==> src/rtl/mac_r_drain_arb.sv <==
// Per-port rx readout arbiter: grants staging-RAM read port/CRC to the BE or TTE drain engine per frame.
// Start 1 cycle after class pulse, idle 1 cycle after done; back-pressured classes are dropped, hung drains aborted.
module mac_r_drain_arb #(
    parameter int MTU        = 1500,
    parameter int WDOG_SLACK = 64,
    parameter int CNT_W      = 16
) (
    input  logic             rx_clk,
    input  logic             rstn_mac,
    input  logic [1:0]       speed,
    input  logic             load_be,
    input  logic             load_tte,
    input  logic             load_req,
    input  logic [12:0]      load_byte,
    input  logic             bp_be,
    input  logic             bp_tte,
    input  logic             done_be,
    input  logic             done_tte,
    output logic             start_be,
    output logic             start_tte,
    output logic             abort,
    output logic [1:0]       rd_sel,
    output logic [12:0]      frame_len,
    output logic             busy,
    output logic [CNT_W-1:0] drop_be_cnt,
    output logic [CNT_W-1:0] drop_tte_cnt,
    output logic [CNT_W-1:0] err_cnt
);

    typedef enum logic [1:0] {IDLE, ACTIVE, DRAIN, DROP} state_t;

    localparam logic [13:0] FRAME_MAX = 14'(MTU + 18);

    state_t           state_q, state_d;
    logic [1:0]       rd_sel_q, rd_sel_d;
    logic             start_be_q, start_be_d, start_tte_q, start_tte_d;
    logic             abort_q, abort_d;
    logic [12:0]      frame_len_q, frame_len_d;
    logic [13:0]      wdog_q, wdog_d;
    logic [CNT_W-1:0] drop_be_cnt_q, drop_be_cnt_d;
    logic [CNT_W-1:0] drop_tte_cnt_q, drop_tte_cnt_d;
    logic [CNT_W-1:0] err_cnt_q, err_cnt_d;

    logic             drop_be_inc, drop_tte_inc, err_inc;
    logic             owner_done;
    logic [13:0]      len_eff, len_x, limit;

    function automatic logic [CNT_W-1:0] sat_inc(input logic [CNT_W-1:0] v, input logic inc);
        return (inc && (v != '1)) ? v + 1'b1 : v;
    endfunction

    // Oversized lengths are clamped so the 14-bit limit can never wrap.
    always_comb begin
        len_eff = ({1'b0, frame_len_q} > FRAME_MAX) ? FRAME_MAX : {1'b0, frame_len_q};
        len_x   = speed[1] ? len_eff : {len_eff[12:0], 1'b0};
        limit   = len_x + 14'(WDOG_SLACK);
    end

    assign owner_done = ((rd_sel_q == 2'b01) && done_be) || ((rd_sel_q == 2'b10) && done_tte);

    always_comb begin
        state_d      = state_q;
        rd_sel_d     = rd_sel_q;
        start_be_d   = 1'b0;
        start_tte_d  = 1'b0;
        abort_d      = 1'b0;
        frame_len_d  = frame_len_q;
        wdog_d       = wdog_q;
        drop_be_inc  = 1'b0;
        drop_tte_inc = 1'b0;
        err_inc      = 1'b0;
        case (state_q)
            IDLE: begin
                if (load_tte) begin
                    err_inc = load_be;
                    if (bp_tte) begin
                        drop_tte_inc = 1'b1;
                        state_d      = DROP;
                    end else begin
                        start_tte_d = 1'b1;
                        rd_sel_d    = 2'b10;
                        state_d     = ACTIVE;
                    end
                end else if (load_be) begin
                    if (bp_be) begin
                        drop_be_inc = 1'b1;
                        state_d     = DROP;
                    end else begin
                        start_be_d = 1'b1;
                        rd_sel_d   = 2'b01;
                        state_d    = ACTIVE;
                    end
                end
            end
            ACTIVE: begin
                if (load_req) begin
                    frame_len_d = load_byte;
                    wdog_d      = '0;
                    state_d     = DRAIN;
                end
            end
            DRAIN: begin
                wdog_d = wdog_q + 14'd1;
                // A done landing on the limit cycle takes priority over the abort.
                if (owner_done) begin
                    rd_sel_d = 2'b00;
                    state_d  = IDLE;
                end else if (wdog_d >= limit) begin
                    abort_d  = 1'b1;
                    rd_sel_d = 2'b00;
                    err_inc  = 1'b1;
                    state_d  = IDLE;
                end
            end
            DROP: begin
                if (load_req) state_d = IDLE;
            end
            default: state_d = IDLE;
        endcase
        if ((state_q != IDLE) && (load_be || load_tte)) err_inc = 1'b1;
        drop_be_cnt_d  = sat_inc(drop_be_cnt_q, drop_be_inc);
        drop_tte_cnt_d = sat_inc(drop_tte_cnt_q, drop_tte_inc);
        err_cnt_d      = sat_inc(err_cnt_q, err_inc);
    end

    always_ff @(posedge rx_clk or negedge rstn_mac) begin
        if (!rstn_mac) begin
            state_q        <= IDLE;
            rd_sel_q       <= 2'b00;
            start_be_q     <= 1'b0;
            start_tte_q    <= 1'b0;
            abort_q        <= 1'b0;
            frame_len_q    <= '0;
            wdog_q         <= '0;
            drop_be_cnt_q  <= '0;
            drop_tte_cnt_q <= '0;
            err_cnt_q      <= '0;
        end else begin
            state_q        <= state_d;
            rd_sel_q       <= rd_sel_d;
            start_be_q     <= start_be_d;
            start_tte_q    <= start_tte_d;
            abort_q        <= abort_d;
            frame_len_q    <= frame_len_d;
            wdog_q         <= wdog_d;
            drop_be_cnt_q  <= drop_be_cnt_d;
            drop_tte_cnt_q <= drop_tte_cnt_d;
            err_cnt_q      <= err_cnt_d;
        end
    end

    assign start_be     = start_be_q;
    assign start_tte    = start_tte_q;
    assign abort        = abort_q;
    assign rd_sel       = rd_sel_q;
    assign frame_len    = frame_len_q;
    assign busy         = (state_q != IDLE);
    assign drop_be_cnt  = drop_be_cnt_q;
    assign drop_tte_cnt = drop_tte_cnt_q;
    assign err_cnt      = err_cnt_q;

endmodule
==> config.mk <==
export PLATFORM = sky130hd
export DESIGN_NAME = mac_r_drain_arb
export DESIGN_NICKNAME = d
export VERILOG_FILES = /design/src/rtl/mac_r_drain_arb.sv
export SDC_FILE = /design/constraint.sdc
export NUM_CORES = 1
export LEC_CHECK = 0
export ABC_AREA = 1
export BUFFER_PORTS_ARGS = -buffer_cell sky130_fd_sc_hd__buf_4
export CAP_MARGIN = 10
export CORE_UTILIZATION = 60
export DETAILED_ROUTE_END_ITERATION = 7
export GPL_ROUTABILITY_DRIVEN = 0
export HOLD_SLACK_MARGIN = 0.12
export PLACE_DENSITY = 0.85
export SLEW_MARGIN = 20
export SYNTH_ARGS = -nofsm -noshare
export SYNTH_HDL_FRONTEND = slang
export SYNTH_SLANG_ARGS = --single-unit
==> constraint.sdc <==
create_clock -name rx_clk -period 6.5 [get_ports rx_clk]
set_input_delay 0.325 -clock rx_clk [delete_from_list [all_inputs] [get_ports rx_clk]]
set_output_delay 0.325 -clock rx_clk [all_outputs]
set_load 0.05 [all_outputs]
Word-level counts from Yosys, hierarchy flattened
Cells that the tools add are included.
{ "word_totals": {"ff_bits": 82, "input_bits": 24, "output_inout_bits": 67, "elab_cells": 85} }
{ "classes": {"add_sub_neg": 5, "order_cmp": 2, "n_eq_ne": 14, "muxes": 38, "n_reduce_logical": 16} }
{ "op_table": {"columns": ["op", "n"], "rows": [
  ["16-bit by 1-bit adder with 16-bit output, second input constant", 3],
  ["16-bit inequality test, second input constant", 3],
  ["14-bit two-way mux", 2],
  ["14-bit case mux with 2 select lines", 1],
  ["2-bit two-way mux", 12],
  ["1-bit two-way mux", 19],
  ["14-bit by 1-bit adder with 14-bit output, second input constant", 1],
  ["14-bit by 7-bit adder with 14-bit output, second input constant", 1],
  ["14-bit greater-or-equal comparator", 1],
  ["13-bit by 11-bit > comparator with 1-bit output, second input constant", 1],
  ["13-bit two-way mux", 1],
  ["3-bit inequality test, second input constant", 4],
  ["2-bit case mux with 4 select lines", 1],
  ["2-bit equality test, second input constant", 3],
  ["1-bit logical AND", 6],
  ["2-bit nonzero test", 3],
  ["5-bit AND reduction", 1],
  ["2-bit by 1-bit equality test with 1-bit output, second input constant", 2],
  ["2-bit inequality test, second input constant", 2],
  ["2-bit case mux with 2 select lines", 1],
  ["2-bit AND reduction", 2],
  ["4-bit AND reduction", 1],
  ["2-bit zero test", 1],
  ["1-bit logical OR", 2],
  ["1-bit case mux with 2 select lines", 1]
]} }

Longest topological paths before layout
{ "logic_depth": {"word_depth": 10, "mapped_depth": 24, "depth_no_buf": 23} }

Worst setup path before layout
OpenSTA, ideal clock, no wires.
{ "synth_timing": {"kind": "register to register", "start": "register frame_len_q[9], in the netlist frame_len[9]", "end": "register err_cnt_q[2], in the netlist err_cnt[2]", "setup_time_ns": 0.120, "t_arrival_ns": 2.908, "required_time_ns": 6.380, "path_slack_ns": 3.472, "stages_incl_launch_ff": 25, "path_buffers": 1, "synth_period_minus_slack_ns": 3.028, "path_cell_list": "dfrtp_1 -> inv_1 -> nand2_1 -> nor2_1 -> nand3_1 -> nand2_1 -> nand2_2 -> nand2_1 -> nand2_1 -> nand2_1 -> ha_1 -> nand3_1 -> nand2_1 -> nand2_1 -> ha_1 -> nand4_1 -> nor2_1 -> nand3_1 -> nand3_1 -> nand2_1 -> nand2_2 -> nand2_4 -> buf_6 -> nand2_1 -> nand2_1"} }
{ "synth_via": {"elab_chain_cells": 10} }
{ "synth_lines": {"columns": ["element", "line", "source"], "rows": [
  ["from (decl)", "38", "logic [12:0] frame_len_q, frame_len_d;"],
  ["from (signal assigned)", "144", "frame_len_q <= frame_len_d;"],
  ["13-bit by 11-bit > comparator with 1-bit output", "54", "len_eff = ({1'b0, frame_len_q} > FRAME_MAX) ? FRAME_MAX : {1'b0, frame_len_q};"],
  ["13-bit two-way mux *", "54", null],
  ["14-bit two-way mux *", "55", "len_x = speed[1] ? len_eff : {len_eff[12:0], 1'b0};"],
  ["14-bit by 7-bit adder with 14-bit output *", "56", "limit = len_x + 14'(WDOG_SLACK);"],
  ["14-bit greater-or-equal comparator *", "108", "end else if (wdog_d >= limit) begin"],
  ["1-bit two-way mux *", "108", null],
  ["1-bit two-way mux *", "105", "if (owner_done) begin"],
  ["1-bit case mux with 2 select lines *", "72", "case (state_q)"],
  ["1-bit two-way mux *", "120", "if ((state_q != IDLE) && (load_be || load_tte)) err_inc = 1'b1;"],
  ["1-bit logical AND *", "49", "return (inc && (v != '1)) ? v + 1'b1 : v;"],
  ["to (signal assigned)", "148", "err_cnt_q <= err_cnt_d;"],
  ["to (decl)", "42", "logic [CNT_W-1:0] err_cnt_q, err_cnt_d;"]
]} }
Mark *: on every way between the ends. The rest lies on a longest branch, timed or not.
A chain may end at the register's enable or synchronous reset.

Worst setup path after layout
{ "layout_timing": {"start": "register frame_len_q[9], in the netlist frame_len[9]", "end": "register err_cnt_q[10], in the netlist err_cnt[10]"} }
Same word-level chain as after synthesis.

==> reports/metrics.yaml <==
worst_setup_path:
  crit_fanout: 18
  crit_required_ns: 6.76
  crit_arrival_ns: 3.75
  worstSetupPathType: "register to register"
  critPathLaunchType: "register"
  r2r_cells: 23
  critPathCaptureType: "register"
min_path:
  hold_class: "input pin to register"
  whs_path_depth: 2
drt:
  drtAntennaViolNets: 0
  totalWireLength_mm: 10.67
  vias_per_cell: 5.353
  routedWlPerCell_um: 13.17
  drtIter0Drc: 196
  vias: 4336
  drc_errors: 0
  drtPass1Iterations: 5
floorplan:
  die_y_um: 91.82
  rows: 32
  core-area_um2: 7767
  ios: 91
  fp.dieArea_um2: 8431
  die_w_um: 91.82
  start_util: 0.6232
place:
  portBuffers: 89
  hpwl_mm: 7.819
  placed_cells: 793
  pre_cts_slack_ns: 3.040
synth:
  async_flop_share: 1.000
  yosysMostFrequentCell: "nand2_1"
  ys_seq_area_frac: 0.4239
  synth_cell_types: 37
  synth-edff-count: 0
  ys.flop_type: "dfrtp_1"
  syn_area_per_cell_um2: 7.923
  syn_area_um2: 4841
  synth_top_area_cell: "dfrtp_1"
  synthCells: 611
  synthTopCellsByArea: "dfrtp_1, nand2_1, xor2_1"
  synth.top_cell.area_share: 0.4239
  yosys-top-cells-count: "nand2_1, dfrtp_1, inv_1, nand3_1, nor2_1"
  ys.warnings.count: 0
  ys_ff_latch: 82
timing:
  worst_pin_slew_ns: 0.8692
  fin_skew_ns: 0.007994
  finalWorstSetupSlack_ns: 3.007
  finalSetupViolCount: 0
  setup-tns-final_ns: 0
  rsz0062_at_grt: "false"
  drv_slew: 0
  finalCritPeriodShare: 0.5374
  fmax_ghz: 0.2863
  hold_viol_final: 0
  max_slew_margin: 0.4184
  period_needed_ns: 3.493
grt:
  grt_antenna_before_repair: 0
  grt_max_degree: 83
  gr-total-overflow: 0
  grt_pass1_wl_mm: 18.24
  track_usage: 0.2667
  grt_pass1_vias: 4306
final_layout:
  drive_gt1_frac: 0.1879
  num_antenna_cells: 0
  area_growth_pct: 19.88
  stdcell_count: 810
  layout.nets: 746
clocking:
  cts_resized: 0
  cts_root_buf: "clkbuf_8"
  numCtsBuffers: 9
  clkSinkCount: 82
  clock_latency_ns: 0.36
  cts_buffer_depth: 2
  cts_tree: "done"
  htreeDepth: 3
  clkTransAtPathRegs_ns: 0.09
run_status:
  outcome: "finished clean"
flow_run:
  cap_viol_max_count: 0
power_and_ir_drop:
  ir_drop_mv: 0.2621
  p_leak_nw: 3.160
  power.density_nw_per_um2: 373.1
  total_power_mw: 2.165
-- through the flow --
stage / hold slack (ns) / util / cell area [um^2]
2_1_floorplan: 0.02941 / - / 4845
3_3_place_gp: 0.4690 / 0.7196 / 5589
3_5_place_dp: 0.5088 / 0.7196 / 5589
4_1_cts: 0.1496 / 0.7447 / 5784
5_1_grt: 0.1558 / 0.7471 / 5803
6_report: 0.1621 / 0.7471 / 5803
-- registers in the layout, indices dropped and copies added, names as in the netlist, 2 cells and up --
name / count
drop_tte_cnt: 16
frame_len: 13
err_cnt: 16
rd_sel: 2
state_q: 2
wdog_q: 14
drop_be_cnt: 16
-- report_power, final --
part	internal, mW	switching (mW)	total [mW]
Sequential	0.636	0.134	0.770
Combinational	0.311	0.709	1.02
Clock	0.187	0.188	0.375
-- final timing paths --
path | endpoint | from | slack [ns]
worst max-delay path | err_cnt[10] | frame_len[9] | 3.01
worst min-delay path | start_tte | bp_tte | 0.16
worst max register to register | err_cnt[10] | frame_len[9] | 3.01
worst min register to register | drop_be_cnt[14] | drop_be_cnt[14] | 0.53
max in group asynchronous | drop_tte_cnt[8] | rstn_mac | 5.44
min in group asynchronous | frame_len[6] | rstn_mac | 0.57
-- cells by family after synthesis --
logic type,synth area share
XOR/XNOR,0.09046
flip-flops,0.4239
buffers and inverters,0.07004
AO/OA/AOI/OAI,0.05970
AND/OR/NAND/NOR,0.3037
other,0.0007747
adder cells (fa/ha/maj),0.04911
multiplexers,0.002326
-- per-layer routing --
layer | global-route usage | share of wire
met3 | 0.04312 | 0.044
met5 | 0 | 0
met2 | 0.4662 | 0.51
met4 | 0.1172 | 0.019
met1 | 0.3253 | 0.43
-- what timing repair did --
action,4_1_cts,5_1_grt
hold endpoints to repair,0,82
hold buffers,0,1
endpoints found under the setup margin,0,0
setup buffers,0,0
-- critical path, cell delays in order, from the launching register on --
cell,delay [ns]
dfrtp_1,0.43
inv_1,0.09
nand2_1,0.05
nor2_1,0.13
nand3_1,0.08
nand2_1,0.08
nand2_2,0.19
nand2_1,0.15
nand2_1,0.06
nand2_1,0.12
ha_1,0.24
nand3_1,0.10
nand2_1,0.08
nand2_1,0.05
ha_1,0.27
nand4_1,0.11
nor2_1,0.17
nand3_1,0.14
nand3_1,0.09
nand2_1,0.07
nand2_2,0.30
nand2_4,0.20
nand2_1,0.11
nand2_1,0.05
-- final cells by class --
type | count | area (um^2)
multi-input cells | 444 | 2459
inverters | 76 | 287.8
fillers | 589 | 1964
clock inverters | 5 | 53.80
flip-flops and latches | 82 | 2052
repair buffers | 90 | 681.9
clock buffers | 11 | 141.4
well taps | 102 | 127.6
-- placed cells by master, fill, tap and decap left out, types with 2 or more instances in the layout --
master	n
nand2_1	147
buf_4	88
dfrtp_1	82
inv_1	72
nand3_1	58
nor2_1	54
xor2_1	35
a21oi_1	26
o21ai_0	20
ha_1	19
nor3_1	16
xnor2_1	15
nand4_1	13
clkbuf_8	10
nand2_2	7
nor2_2	5
nand2_4	4
a31oi_1	3
nand3_2	3
nor4_1	3
clkinv_2	3
o21bai_1	2
inv_2	2
nor4_4	2
o22ai_1	2
conb_1	2
Note: power is estimated with default switching activity, not from simulation.
